--- config.mk ---
export PLATFORM = sky130hd
export DESIGN_NAME = core_sequencer
export DESIGN_NICKNAME = d
export VERILOG_FILES = /design/src/rtl/core_sequencer_pkg.sv /design/src/rtl/core_sequencer_decoder.sv /design/src/rtl/core_sequencer.sv
export SDC_FILE = /design/constraint.sdc
export NUM_CORES = 1
export LEC_CHECK = 0
export CAP_MARGIN = 20
export CORE_ASPECT_RATIO = 0.9
export CORE_MARGIN = 2
export CORE_UTILIZATION = 44
export CTS_BUF_LIST = sky130_fd_sc_hd__clkbuf_8 sky130_fd_sc_hd__clkbuf_16
export CTS_CLUSTER_DIAMETER = 200
export DETAILED_ROUTE_END_ITERATION = 8
export HOLD_SLACK_MARGIN = 0.03
export PLACE_DENSITY_LB_ADDON = 0.15
export SETUP_SLACK_MARGIN = 0.4
export SYNTH_ARGS = -nofsm -noshare
export SYNTH_HDL_FRONTEND = slang
export SYNTH_SLANG_ARGS = --single-unit
export TNS_END_PERCENT = 1
--- constraint.sdc ---
create_clock -name clk -period 7.6 [get_ports clk]
set_input_delay 1.14 -clock clk [delete_from_list [all_inputs] [get_ports clk]]
set_output_delay 1.14 -clock clk [all_outputs]
set_load 0.1 [all_outputs]
--- src/rtl/core_sequencer_pkg.sv ---
// Shared types and constants for the RV32I control sequencer.
// FSM states, instruction classes, opcodes and control-word layout.
package core_sequencer_pkg;

  typedef enum logic [2:0] {
    FETCH,
    WAIT_I,
    DECODE,
    MEM,
    WAIT_D,
    WB,
    HALT
  } state_t;

  localparam logic [3:0] IT_LOAD   = 4'd0;
  localparam logic [3:0] IT_IMM    = 4'd1;
  localparam logic [3:0] IT_STORE  = 4'd2;
  localparam logic [3:0] IT_REG    = 4'd3;
  localparam logic [3:0] IT_LUI    = 4'd4;
  localparam logic [3:0] IT_AUIPC  = 4'd5;
  localparam logic [3:0] IT_BRANCH = 4'd6;
  localparam logic [3:0] IT_JALR   = 4'd7;
  localparam logic [3:0] IT_JAL    = 4'd8;

  localparam logic [6:0] OP_LOAD   = 7'b0000011;
  localparam logic [6:0] OP_IMM    = 7'b0010011;
  localparam logic [6:0] OP_STORE  = 7'b0100011;
  localparam logic [6:0] OP_REG    = 7'b0110011;
  localparam logic [6:0] OP_LUI    = 7'b0110111;
  localparam logic [6:0] OP_AUIPC  = 7'b0010111;
  localparam logic [6:0] OP_BRANCH = 7'b1100011;
  localparam logic [6:0] OP_JALR   = 7'b1100111;
  localparam logic [6:0] OP_JAL    = 7'b1101111;

  localparam logic [2:0] F3_BEQ  = 3'b000;
  localparam logic [2:0] F3_BNE  = 3'b001;
  localparam logic [2:0] F3_BLT  = 3'b100;
  localparam logic [2:0] F3_BGE  = 3'b101;
  localparam logic [2:0] F3_BLTU = 3'b110;
  localparam logic [2:0] F3_BGEU = 3'b111;

  localparam int CW_W        = 23;
  localparam int CW_TYPE_LSB = 0;
  localparam int CW_FUN3_LSB = 4;
  localparam int CW_RD_LSB   = 7;
  localparam int CW_RS1_LSB  = 12;
  localparam int CW_RS2_LSB  = 17;
  localparam int CW_F7B5     = 22;

  // Packed in the same order as the field positions above.
  typedef struct packed {
    logic       f7b5;
    logic [4:0] rs2;
    logic [4:0] rs1;
    logic [4:0] rd;
    logic [2:0] fun3;
    logic [3:0] itype;
  } cword_t;

  // A register write happens unless the class has no rd or rd is x0.
  function automatic logic rf_write(input cword_t cw);
    return (cw.itype != IT_STORE) &&
           (cw.itype != IT_BRANCH) &&
           (cw.rd != 5'd0);
  endfunction

endpackage

--- src/rtl/core_sequencer_decoder.sv ---
// Combinational RV32I opcode classifier and field splitter.
// Produces the control word and a legal-opcode flag.
module rv32i_decoder
  import core_sequencer_pkg::*;
(
  input  logic [31:0] instr,
  output logic        legal,
  output cword_t      cw
);

  logic [6:0] op;
  logic [3:0] ity;
  logic       unused_bits;

  assign op = instr[6:0];
  assign unused_bits = ^{instr[31], instr[29:25]};

  // Map the major opcode onto an instruction class.
  always_comb begin
    legal = 1'b1;
    ity   = IT_LOAD;
    unique case (1'b1)
      (op == OP_LOAD):   ity = IT_LOAD;
      (op == OP_IMM):    ity = IT_IMM;
      (op == OP_STORE):  ity = IT_STORE;
      (op == OP_REG):    ity = IT_REG;
      (op == OP_LUI):    ity = IT_LUI;
      (op == OP_AUIPC):  ity = IT_AUIPC;
      (op == OP_BRANCH): ity = IT_BRANCH;
      (op == OP_JALR):   ity = IT_JALR;
      (op == OP_JAL):    ity = IT_JAL;
      default:           legal = 1'b0;
    endcase
  end

  // Raw instruction fields feed the control word unchanged.
  always_comb begin
    cw       = '0;
    cw.itype = ity;
    cw.fun3  = instr[14:12];
    cw.rd    = instr[11:7];
    cw.rs1   = instr[19:15];
    cw.rs2   = instr[24:20];
    cw.f7b5  = instr[30];
  end

endmodule

--- src/rtl/core_sequencer.sv ---
// Multi-cycle RV32I control sequencer: fetch, decode, memory, writeback.
// All strobes and request valids are registered FSM outputs.
module core_sequencer
  import core_sequencer_pkg::*;
#(
  parameter int TIMEOUT = 255
) (
  input  logic            clk,
  input  logic            rst,
  output logic            imem_req_valid,
  input  logic            imem_req_ready,
  input  logic            imem_rsp_valid,
  input  logic [31:0]     imem_rsp_data,
  output logic            dmem_req_valid,
  input  logic            dmem_req_ready,
  input  logic            dmem_rsp_valid,
  output logic [CW_W-1:0] cword,
  output logic            pc_we,
  output logic            rf_we,
  output logic            illegal,
  output logic            timeout,
  output logic [31:0]     instret
);

  localparam int TW = $clog2(TIMEOUT + 1);
  localparam logic [TW-1:0] TLAST = TW'(TIMEOUT - 1);

  state_t      state;
  logic [31:0] ir;
  logic [TW-1:0] tcnt;
  cword_t      cw_q;
  cword_t      dec_cw;
  logic        dec_legal;
  logic        tmo;

  assign cword = cw_q;
  assign tmo   = (tcnt == TLAST);

  rv32i_decoder u_dec (
    .instr (ir),
    .legal (dec_legal),
    .cw    (dec_cw)
  );

  // Sequencer FSM with registered strobes, valids and counters.
  always_ff @(posedge clk or posedge rst) begin
    if (rst) begin
      state          <= FETCH;
      ir             <= '0;
      tcnt           <= '0;
      cw_q           <= '0;
      pc_we          <= 1'b0;
      rf_we          <= 1'b0;
      imem_req_valid <= 1'b0;
      dmem_req_valid <= 1'b0;
      illegal        <= 1'b0;
      timeout        <= 1'b0;
      instret        <= '0;
    end else begin
      pc_we <= 1'b0;
      rf_we <= 1'b0;
      unique case (state)
        FETCH: begin
          if (imem_req_valid && imem_req_ready) begin
            imem_req_valid <= 1'b0;
            tcnt           <= '0;
            state          <= WAIT_I;
          end else if (tmo) begin
            imem_req_valid <= 1'b0;
            timeout        <= 1'b1;
            state          <= HALT;
          end else begin
            imem_req_valid <= 1'b1;
            tcnt           <= tcnt + 1'b1;
          end
        end
        WAIT_I: begin
          if (imem_rsp_valid) begin
            ir    <= imem_rsp_data;
            tcnt  <= '0;
            state <= DECODE;
          end else if (tmo) begin
            timeout <= 1'b1;
            state   <= HALT;
          end else begin
            tcnt <= tcnt + 1'b1;
          end
        end
        DECODE: begin
          tcnt <= '0;
          if (!dec_legal) begin
            illegal <= 1'b1;
            state   <= HALT;
          end else begin
            cw_q <= dec_cw;
            if (dec_cw.itype == IT_LOAD ||
                dec_cw.itype == IT_STORE) begin
              dmem_req_valid <= 1'b1;
              state          <= MEM;
            end else begin
              pc_we <= 1'b1;
              rf_we <= rf_write(dec_cw);
              state <= WB;
            end
          end
        end
        MEM: begin
          if (dmem_req_valid && dmem_req_ready) begin
            dmem_req_valid <= 1'b0;
            tcnt           <= '0;
            if (cw_q.itype == IT_STORE) begin
              pc_we <= 1'b1;
              rf_we <= rf_write(cw_q);
              state <= WB;
            end else begin
              state <= WAIT_D;
            end
          end else if (tmo) begin
            dmem_req_valid <= 1'b0;
            timeout        <= 1'b1;
            state          <= HALT;
          end else begin
            tcnt <= tcnt + 1'b1;
          end
        end
        WAIT_D: begin
          if (dmem_rsp_valid) begin
            tcnt  <= '0;
            pc_we <= 1'b1;
            rf_we <= rf_write(cw_q);
            state <= WB;
          end else if (tmo) begin
            timeout <= 1'b1;
            state   <= HALT;
          end else begin
            tcnt <= tcnt + 1'b1;
          end
        end
        WB: begin
          instret        <= instret + 32'd1;
          tcnt           <= '0;
          imem_req_valid <= 1'b1;
          state          <= FETCH;
        end
        HALT: begin
          imem_req_valid <= 1'b0;
          dmem_req_valid <= 1'b0;
        end
        default: begin
          imem_req_valid <= 1'b0;
          dmem_req_valid <= 1'b0;
          state          <= HALT;
        end
      endcase
    end
  end

endmodule

==> results of run 1 <==
[cell families after synthesis]
family,Yosys count,synth area share [%]
DFF,98,53.5
muxes,53,14.4
and+or+nand+nor,133,16.6
buffers and inverters,25,2.81
xor gates and xnor gates,31,5.92
adders and majority gates,3,0.818
AOI/OAI and AO/OA,40,6.06
[state kept, by name, summed over array words and instances (netlist names)]
register        cells
dmem_req_valid      1
instret            32
state               3
illegal             1
rf_we               1
imem_req_valid      1
pc_we               1
tcnt                8
timeout             1
ir                 26
cword              23
[metal layers]
metal,vias to the layer above,global-route usage [%]
met5,-,0
met4,0,6.55
met3,16,6.13
met2,84,28.7
met1,1626,23.5
li1,1559,-
[layout make-up]
cell class | instances | share of cell area, %
Tap cell | 129 | 2.71
Sequential cell | 98 | 41.1
Inverter | 11 | 0.734
Clock inverter | 7 | 2.33
Multi-Input combinational cell | 260 | 33.6
Clock buffer | 9 | 3.78
Timing Repair Buffer | 94 | 15.7
[cell usage in the layout (no fill, tap or decap), drive strengths merged, types with 4 or more instances in the layout]
cell type and count:
a21oi 6, nor2 19, xor2 21, nor4 4, dfrtp 98, and2 4, xnor2 10, nand4 9
inv 12, nor2b 4, and4 4, nand2 21, nand3 19, o21ai 11, clkdlybuf4s50 92, nor3 17
and3 9, nand2b 7, clkbuf 9, mux2i 4, bufinv 4, mux2 49
[report_power, final]
part / internal, mW / switching (mW) / total [mW]
Sequential: 0.529 / 0.00658 / 0.536
Clock: 0.355 / 0.196 / 0.551
Combinational: 0.0235 / 0.0204 / 0.0439
Total: 0.907 / 0.223 / 1.13
[worst max path at each step]
stage,start,to,slack (ns),depth (start not counted)
2_1_floorplan,rst,cword[0],3.90,1
3_3_place_gp,instret[2],instret[2],4.82,1
5_1_grt,instret[2],instret[2],4.39,1
6_report,instret[2],instret[2],4.44,1
3_5_place_dp,rst,instret[10],4.81,3
4_1_cts,instret[2],instret[2],4.44,1
[Yosys cell counts, types with 2 or more instances]
cell	number
a31oi_1	2
nand2b_1	7
inv_1	11
clkbuf_1	5
and3_1	9
nor3_1	17
o21bai_1	2
o32ai_1	2
buf_6	3
and4b_1	2
buf_2	4
ha_1	3
mux2_2	31
a21oi_1	6
o211ai_1	2
o22ai_1	2
buf_4	2
a211o_1	2
mux2_4	18
and2_1	3
nand4_1	8
dfrtp_1	98
or3_1	2
xnor2_1	10
o21ai_0	10
xor2_1	21
nor3b_1	2
and4_1	4
or4_1	2
nand3b_1	2
nor2b_1	4
nor2_1	17
mux2i_1	4
nand2_1	21
nand3_1	18
nor4_1	4
[metrics by stage]
step / utilization, % / total power, mW
4_1_cts: 58.4 / 1.14
6_report: 58.4 / 1.13
3_3_place_gp: 54.9 / 0.589
3_5_place_dp: 54.9 / 0.591
5_1_grt: 58.4 / 1.17
2_1_floorplan: - / 0.566
==> reports/summary.txt, run 1 <==
Post-Route WL: 9.55 mm
Vias in the first global route: 3,317
Max Freq: 316 MHz
Post-DR wirelength/cell: 15.7 um
Worst Hold Path EP: illegal
DP Area: 0.00560 mm^2
Max Cap Violations: 0
Crit Path Max Fanout: 7
Async S/R FF share, synth: 100%
Top FF cell, synth: dfrtp_1
WL met3: 616 um
Worst ir drop on vdd: 0.124 mV
Filler Cell Count: 878
Cells after Synth: 383
Placed Instances: 592
Dpl ws: 4.81 ns
Final Hold Viols: 0
Core area: 0.0102 mm^2
Cts repair resizes: 0
Setup CP Type: reg2out
Arrival @ worst endpoint: 2.02 ns
Post-synth EDFFs: 0
Via count: 3,285
Die area: 0.0113 mm^2
RSZ-0062 raised after global routing: false
M1 WL: 4.22 mm
FF-to-FF path depth: 4
Largest net degree at the start of global routing: 66
Total gr overflow: 0
Register area: 0.00245 mm^2
Syn_nets: 424
GRT Util Overall: 18.2%
CTS max path bufs: 2
Synth unique cells: 59
Top Metal Used: met4
Gpl congestion: 0.818
Clk root buf: clkbuf_16
Hold_buf cts: 0
Top-area cell type share of the netlist area: 53.5%
Post-Syn Area per Cell: 12.0 um^2
Clock sink total: 98
Critical Path Max Stage Delay: 1.19 ns
Worst reg2reg path startpoint: state[1]
Hold Slack: 0.472 ns
CTS tree: yes
Dominant cells by area after synthesis: dfrtp_1 (53%), mux2_2 (7.6%), mux2_4 (5.9%), xor2_1 (4.0%), nand3_1 (2.0%)
Yosys warns: 0
Die Y: 101 um
Largest area contributor in the netlist: dfrtp_1
Final nets: 515
Register area share after synthesis: 53.5%
Crit path buffers/inverters: 1
Final instance area: 0.00596 mm^2
Latest clock arrival within the worst-skew pair: 0.35 ns
Fin crit period: 3.16 ns
FF-to-FF End: cword[11]
Skew final: 0.00505 ns
Initial core utilization: 45.0%
Initial antenna violation count: 0
Post-Layout Cell Count: 608
I/O Pins: 99
Dpl hpwl: 6.68 mm
Row count: 35
Crit-path cells: clkdlybuf4s50_1
Worst min path class: reg2reg
Multi-input logic area: 0.00201 mm^2
LEAKAGE: 2.77 nW
Vias per cell: 5.40
Share of cells above drive strength 1: 16.3%
Antenna Violating Nets Remaining: 0
WP data required: 6.46 ns
Worst path top cell family by delay: buffers and inverters
First-pass GRT wire length: 16.3 mm
Critical Path Source Type: flop
P per Cell Area: 190 mW/mm^2
Crit. End Element: output port
CP max-delay cell: clkdlybuf4s50_1
DRT Pass-1 Iters: 4
Area Overhead vs Synth: 30.0%
Final Setup Violations: 0
Postcts setup bufs: 0
1st-iter DRT viols: 148
Num CTS Buffers: 9
Clk pin slew, worst setup/hold paths: 0.07 ns
Final worst path period share: 41.6%
Antenna diodes: 0
Die X: 112 um
Worst Min Path Start: illegal
Count of buffers from port buffering: 92
Count of final max-slew check failures: 0
Setup TNS: 0 ns
DRC violation count after routing: 0
Slew headroom: 32.2%
Reg2reg setup slack: 5.34 ns
H-tree Lvls: 3
Status: complete, no violations
WHS Path Cells: 1
Synthesis-stage register bit count: 98
Post-Syn Area: 0.00459 mm^2
PnR worst setup slack: 4.44 ns
Met2 routed WL: 4.52 mm
Worst-Margin Slew: 1.01 ns
Power figures use the tool's default switching activity.
==> run 2: changes to the inputs <==
==> constraint.sdc (replaced) <==
create_clock -name clk -period 3 [get_ports clk]
set_input_delay 0.45 -clock clk [delete_from_list [all_inputs] [get_ports clk]]
set_output_delay 0.45 -clock clk [all_outputs]
set_load 0.1 [all_outputs]
==> reports/summary.txt, run 2 (synthesized netlist as in run 1, its figures left out) <==
Crit-path cells: or3b_4, nor2_4, nand3_4, mux2_4 (was clkdlybuf4s50_1)
Top reg by flops: instret (unchanged)
1st-iter DRT viols: 140 (was 148)
Cts repair resizes: 0 (unchanged)
Share of cells above drive strength 1: 29.0% (was 16.3%)
LEAKAGE: 2.87 nW (was 2.77 nW)
Worst-Margin Slew: 0.614 ns (was 1.01 ns)
Power Internal: 2.06 mW (was 0.907 mW)
Count of buffers from port buffering: 92 (unchanged)
Post-Route WL: 9.59 mm (was 9.55 mm)
Initial core utilization: 45.0% (unchanged)
FF-to-FF path depth: 4 (unchanged)
Gpl congestion: 0.822 (was 0.818)
Latest clock arrival within the worst-skew pair: 0.34 ns (was 0.35 ns)
Sw Share: 20.9% (was 19.8%)
DRC violation count after routing: 0 (unchanged)
Setup CP Type: reg2reg (was reg2out)
Clock sink total: 98 (unchanged)
Count of final max-slew check failures: 0 (unchanged)
WP data required: 3.22 ns (was 6.46 ns)
Critical Path Max Stage Delay: 0.56 ns (was 1.19 ns)
Combinational share of power: 4.3% (was 3.9%)
Critical Path Source Type: flop (unchanged)
Die X: 112 um (unchanged)
DRT Pass-1 Iters: 4 (unchanged)
P per Cell Area: 452 mW/mm^2 (was 190 mW/mm^2)
Worst Hold Path EP: instret[31] (was illegal)
Num CTS Buffers: 9 (unchanged)
GRT Util Overall: 17.8% (was 18.2%)
Postcts setup bufs: 0 (unchanged)
Fin crit period: 2.16 ns
Final Setup Violations: 0 (unchanged)
Post-DR wirelength/cell: 15.7 um (about the same)
Die area: 0.0113 mm^2 (unchanged)
I/O Pins: 99 (unchanged)
Largest net degree at the start of global routing: 31 (was 66)
Row count: 35 (unchanged)
Setup TNS: 0 ns (unchanged)
Max Freq: 463 MHz
CTS max path bufs: 2 (unchanged)
Core area: 0.0102 mm^2 (unchanged)
Clk root buf: clkbuf_16 (unchanged)
Clock share of power: 43.7% (was 48.7%)
Final worst path period share: 72.0%
Final Hold Viols: 0 (unchanged)
CP max-delay cell: dfrtp_1 (was clkdlybuf4s50_1)
Die Y: 101 um (unchanged)
Commonest non-fill, non-tap cells in the layout: dfrtp_1 (98), buf_4 (66), mux2_2 (31), clkdlybuf4s50_1 (31) (was dfrtp_1 (98), clkdlybuf4s50_1 (92), mux2_2 (31))
Via count: 3,252 (was 3,285)
CTS tree: yes (unchanged)
Worst Min Path Start: instret[31] (was illegal)
Total gr overflow: 0 (unchanged)
Crit. End Element: flop (was output port)
Clk pin slew, worst setup/hold paths: 0.07 ns (about the same)
RSZ-0062 raised after global routing: false (unchanged)
Dpl hpwl: 6.88 mm (was 6.68 mm)
Dpl ws: 0.847 ns (was 4.81 ns)
Worst min path class: reg2reg (unchanged)
Vias in the first global route: 3,128 (was 3,317)
Antenna Violating Nets Remaining: 0 (unchanged)
Status: complete, no violations (unchanged)
Largest register FFs: 32 (unchanged)
Reg2reg setup slack: 0.84 ns (was 5.34 ns)
WHS Path Cells: 1 (unchanged)
Initial antenna violation count: 0 (unchanged)
Worst reg2reg path startpoint: state[2] (was state[1])
First-pass GRT wire length: 15.9 mm (was 16.3 mm)
Skew final: 0.0104 ns (was 0.00505 ns)
Crit Path Max Fanout: 24 (was 7)
Max Cap Violations: 0 (unchanged)
FF-to-FF End: cword[21] (was cword[11])
Hold Slack: 0.473 ns (was 0.472 ns)
Antenna diodes: 0 (unchanged)
Area Overhead vs Synth: 25.8% (was 30.0%)
Most common cell after layout, fill and taps aside: dfrtp_1 (unchanged)
Arrival @ worst endpoint: 2.38 ns (was 2.02 ns)
Psw: 0.546 mW (was 0.223 mW)
H-tree Lvls: 3 (unchanged)
Final nets: 518 (was 515)
Slew headroom: 59.0% (was 32.2%)
Hold_buf cts: 0 (unchanged)
Vias per cell: 5.32 (was 5.40)
PnR worst setup slack: 0.841 ns (was 4.44 ns)
Sequential power share: 52.0% (was 47.4%)
Worst ir drop on vdd: 0.339 mV (was 0.124 mV)
run 2: cell count changes in the layout (fill, tap and decap cells not counted), sizes merged:
cell	before	now
buf	2	66
bufinv	4	1
clkbuf	9	10
clkdlybuf4s50	92	31
clkinvlp	0	2
run 2: through the flow:
step / instance area, um^2 / instances / power (mW) / utilization (%)
4_1_cts: 5770 / 611 / 2.65 / 56.5
6_report: 5770 / 611 / 2.61 / 56.5
5_1_grt: 5770 / 611 / 2.71 / 56.5
3_5_place_dp: 5470 / 595 / 1.50 / 53.6
2_1_floorplan: 4590 / 383 / 1.43 / -
3_3_place_gp: 5470 / 595 / 1.49 / 53.6
run 2: how the worst max path moves through the flow:
stage | start | to | slack, ns
5_1_grt | state[2] | cword[14] | 0.73
6_report | state[2] | cword[21] | 0.84
2_1_floorplan | instret[0] | instret[18] | 0.78
3_5_place_dp | state[2] | cword[14] | 0.85
4_1_cts | state[2] | cword[14] | 0.82
3_3_place_gp | state[2] | cword[12] | 0.88
run 2: area by class of cell:
type,count,area [um^2]
clock inverter,6,58.8
tap,129,161
clock buffer,10,239
inverter,11,45.0
multi-input combinational,260,2010
fill,911,4440
sequential,98,2450
timing repair buffer,97,806
run 2: critical path, delay by kind of cell, from the launching register on:
| kind | cells | cell delay [ns] |
|---|---|---|
| flops | 1 | 0.56 |
| mux | 1 | 0.44 |
| simple gates | 3 | 1.03 |
run 2: per-layer routing:
metal	share of wire, %	global-route usage [%]
met1	45	23.6
met2	48	27.8
met3	5.8	7.10
met4	1.0	4.46
met5	0	0
run 2: power by group through the flow:
stage	Clock, mW	Sequential [mW]	Combinational (mW)
finish	1.14	1.36	0.113
global placement	0	1.38	0.114
detailed placement	0	1.38	0.116
global route	1.23	1.36	0.127
floorplan	0	1.38	0.0550
CTS	1.18	1.36	0.116
==> run 3: changes to the inputs <==
==> constraint.sdc (replaced) <==
create_clock -name clk -period 2.05 [get_ports clk]
set_input_delay 0.3075 -clock clk [delete_from_list [all_inputs] [get_ports clk]]
set_output_delay 0.3075 -clock clk [all_outputs]
set_load 0.1 [all_outputs]
==> reports/summary.txt, run 3 (synthesized netlist as in run 1, its figures left out) <==
Status: complete, no violations (unchanged)
CTS tree: yes (unchanged)
DRT Pass-1 Iters: 4 (unchanged)
Reg2reg setup slack: 0.32 ns (was 0.84 ns)
GRT Util Overall: 18.0% (was 17.8%)
P per Cell Area: 625 mW/mm^2 (was 452 mW/mm^2)
First-pass GRT wire length: 16.2 mm (was 15.9 mm)
Largest net degree at the start of global routing: 52 (was 31)
Share of cells above drive strength 1: 31.9% (was 29.0%)
Gpl congestion: 0.786 (was 0.822)
Critical Path Source Type: flop (unchanged)
Latest clock arrival within the worst-skew pair: 0.34 ns (about the same)
Multi-input logic area: 0.00202 mm^2 (was 0.00201 mm^2)
Crit. End Element: flop (unchanged)
Final nets: 531 (was 518)
RSZ-0062 raised after global routing: true (was false)
Hold_buf cts: 0 (unchanged)
Post-Route WL: 9.79 mm (was 9.59 mm)
Worst-Margin Slew: 0.443 ns (was 0.614 ns)
Row count: 35 (unchanged)
WP data required: 2.27 ns (was 3.22 ns)
DRC violation count after routing: 0 (unchanged)
Largest register FFs: 32 (unchanged)
I/O Pins: 99 (unchanged)
Clock sink total: 98 (unchanged)
Crit Path Max Fanout: 11 (was 24)
H-tree Lvls: 3 (unchanged)
Initial antenna violation count: 0 (unchanged)
Via count: 3,287 (was 3,252)
Initial core utilization: 45.0% (unchanged)
Worst min path class: in2async (was reg2reg)
Final worst path period share: 84.4% (was 72.0%)
FF-to-FF End: cword[10] (was cword[21])
Count of final max-slew check failures: 0 (unchanged)
FF-to-FF path depth: 5 (was 4)
Count of buffers from port buffering: 92 (unchanged)
Vias per cell: 5.27 (was 5.32)
Core Util, Final: 58.1% (was 56.5%)
Max Freq: 578 MHz (was 463 MHz)
CTS max path bufs: 2 (unchanged)
Post-DR wirelength/cell: 15.7 um (about the same)
Die X: 112 um (unchanged)
Antenna Violating Nets Remaining: 0 (unchanged)
Final Setup Violations: 0 (unchanged)
Worst ir drop on vdd: 0.542 mV (was 0.339 mV)
Area Overhead vs Synth: 29.2% (was 25.8%)
Worst reg2reg path startpoint: state[1] (was state[2])
Vias in the first global route: 3,266 (was 3,128)
Filler Cell Count: 878 (was 911)
Die area: 0.0113 mm^2 (unchanged)
Antenna diodes: 0 (unchanged)
Arrival @ worst endpoint: 1.95 ns (was 2.38 ns)
Num CTS Buffers: 9 (unchanged)
Max Cap Violations: 0 (unchanged)
Dpl hpwl: 6.83 mm (was 6.88 mm)
Slew headroom: 70.4% (was 59.0%)
Setup CP Type: reg2reg (unchanged)
Clk root buf: clkbuf_16 (unchanged)
Fin crit period: 1.73 ns (was 2.16 ns)
Total gr overflow: 0 (unchanged)
Clk pin slew, worst setup/hold paths: 0.07 ns (about the same)
Register area: 0.00245 mm^2 (unchanged)
Final instance area: 0.00593 mm^2 (was 0.00577 mm^2)
DP Area: 0.00555 mm^2 (was 0.00547 mm^2)
Top reg by flops: instret (unchanged)
Die Y: 101 um (unchanged)
Final Hold Viols: 0 (unchanged)
Most common cell after layout, fill and taps aside: dfrtp_1 (unchanged)
Skew final: 0.00700 ns (was 0.0104 ns)
1st-iter DRT viols: 141 (was 140)
LEAKAGE: 2.95 nW (was 2.87 nW)
Core area: 0.0102 mm^2 (unchanged)
Commonest non-fill, non-tap cells in the layout: dfrtp_1 (98), buf_4 (73), mux2_2 (31), clkdlybuf4s50_1 (31) (was dfrtp_1 (98), buf_4 (66), mux2_2 (31), clkdlybuf4s50_1 (31))
==> run 3: cell count changes in the layout (fill, tap and decap cells not counted), sizes merged <==
cell    delta
inv        -2
clkbuf     +1
buf       +12
clkinv     +3
bufinv     -1
==> run 3: power by group <==
group	switching, mW	internal (mW)
combinational	0.0768	0.0933
sequential	0.0249	1.96
clock	0.701	0.845
==> run 3: cell type report <==
class	instances	area share, %
timing repair buffer	110	16.4
multi-input combinational	260	34.1
clock inverter	6	0.549
inverter	11	0.760
clock buffer	10	4.03
tap	129	2.72
sequential	98	41.4
==> run 3: metrics by stage <==
step	power (mW)	hold WS [ns]	worst slack [ns]	std cells	setup TNS, ns
6_report	3.70	0.304	0.320	624	0
5_1_grt	3.87	0.323	0.249	624	0
4_1_cts	3.75	0.310	0.296	617	0
3_5_place_dp	2.20	0.466	0.273	599	0
3_3_place_gp	2.19	0.465	0.289	599	0
2_1_floorplan	2.10	0.454	-0.174	383	-1.45
==> run 3: routing by layer <==
metal / vias up / part of all wire, % / global-route usage, %
li1: 1587 / - / -
met5: - / 0 / 0
met3: 10 / 6.2 / 6.19
met1: 1606 / 46 / 24.3
met2: 84 / 47 / 27.6
met4: 0 / 1.1 / 5.41
==> run 3: how the worst max path moves through the flow <==
| stage | start | end | slack (ns) | cells after the start |
|---|---|---|---|---|
| floorplan | instret[0] | instret[18] | -0.17 | 6 |
| global placement | dmem_req_ready | tcnt[0] | 0.29 | 5 |
| detailed placement | dmem_req_ready | tcnt[0] | 0.27 | 5 |
| CTS | state[1] | cword[10] | 0.30 | 5 |
| global route | state[2] | ir[6] | 0.25 | 5 |
| finish | state[1] | cword[10] | 0.32 | 5 |
==> run 3: critical path, cell delays in order, from the launching register on <==
cell and delay (ns):
dfrtp_1 0.40, or3b_4 0.44, nor2_4 0.12, nand3_4 0.14
buf_12 0.19, mux2_4 0.30
==> run 3: repair_timing <==
item	4_1_cts	5_1_grt
hold endpoints to repair	0	0
endpoints found under the setup margin	56	79
pin swaps	1	3
setup buffers	2	5
cloned	0	2
resized for setup	0	5
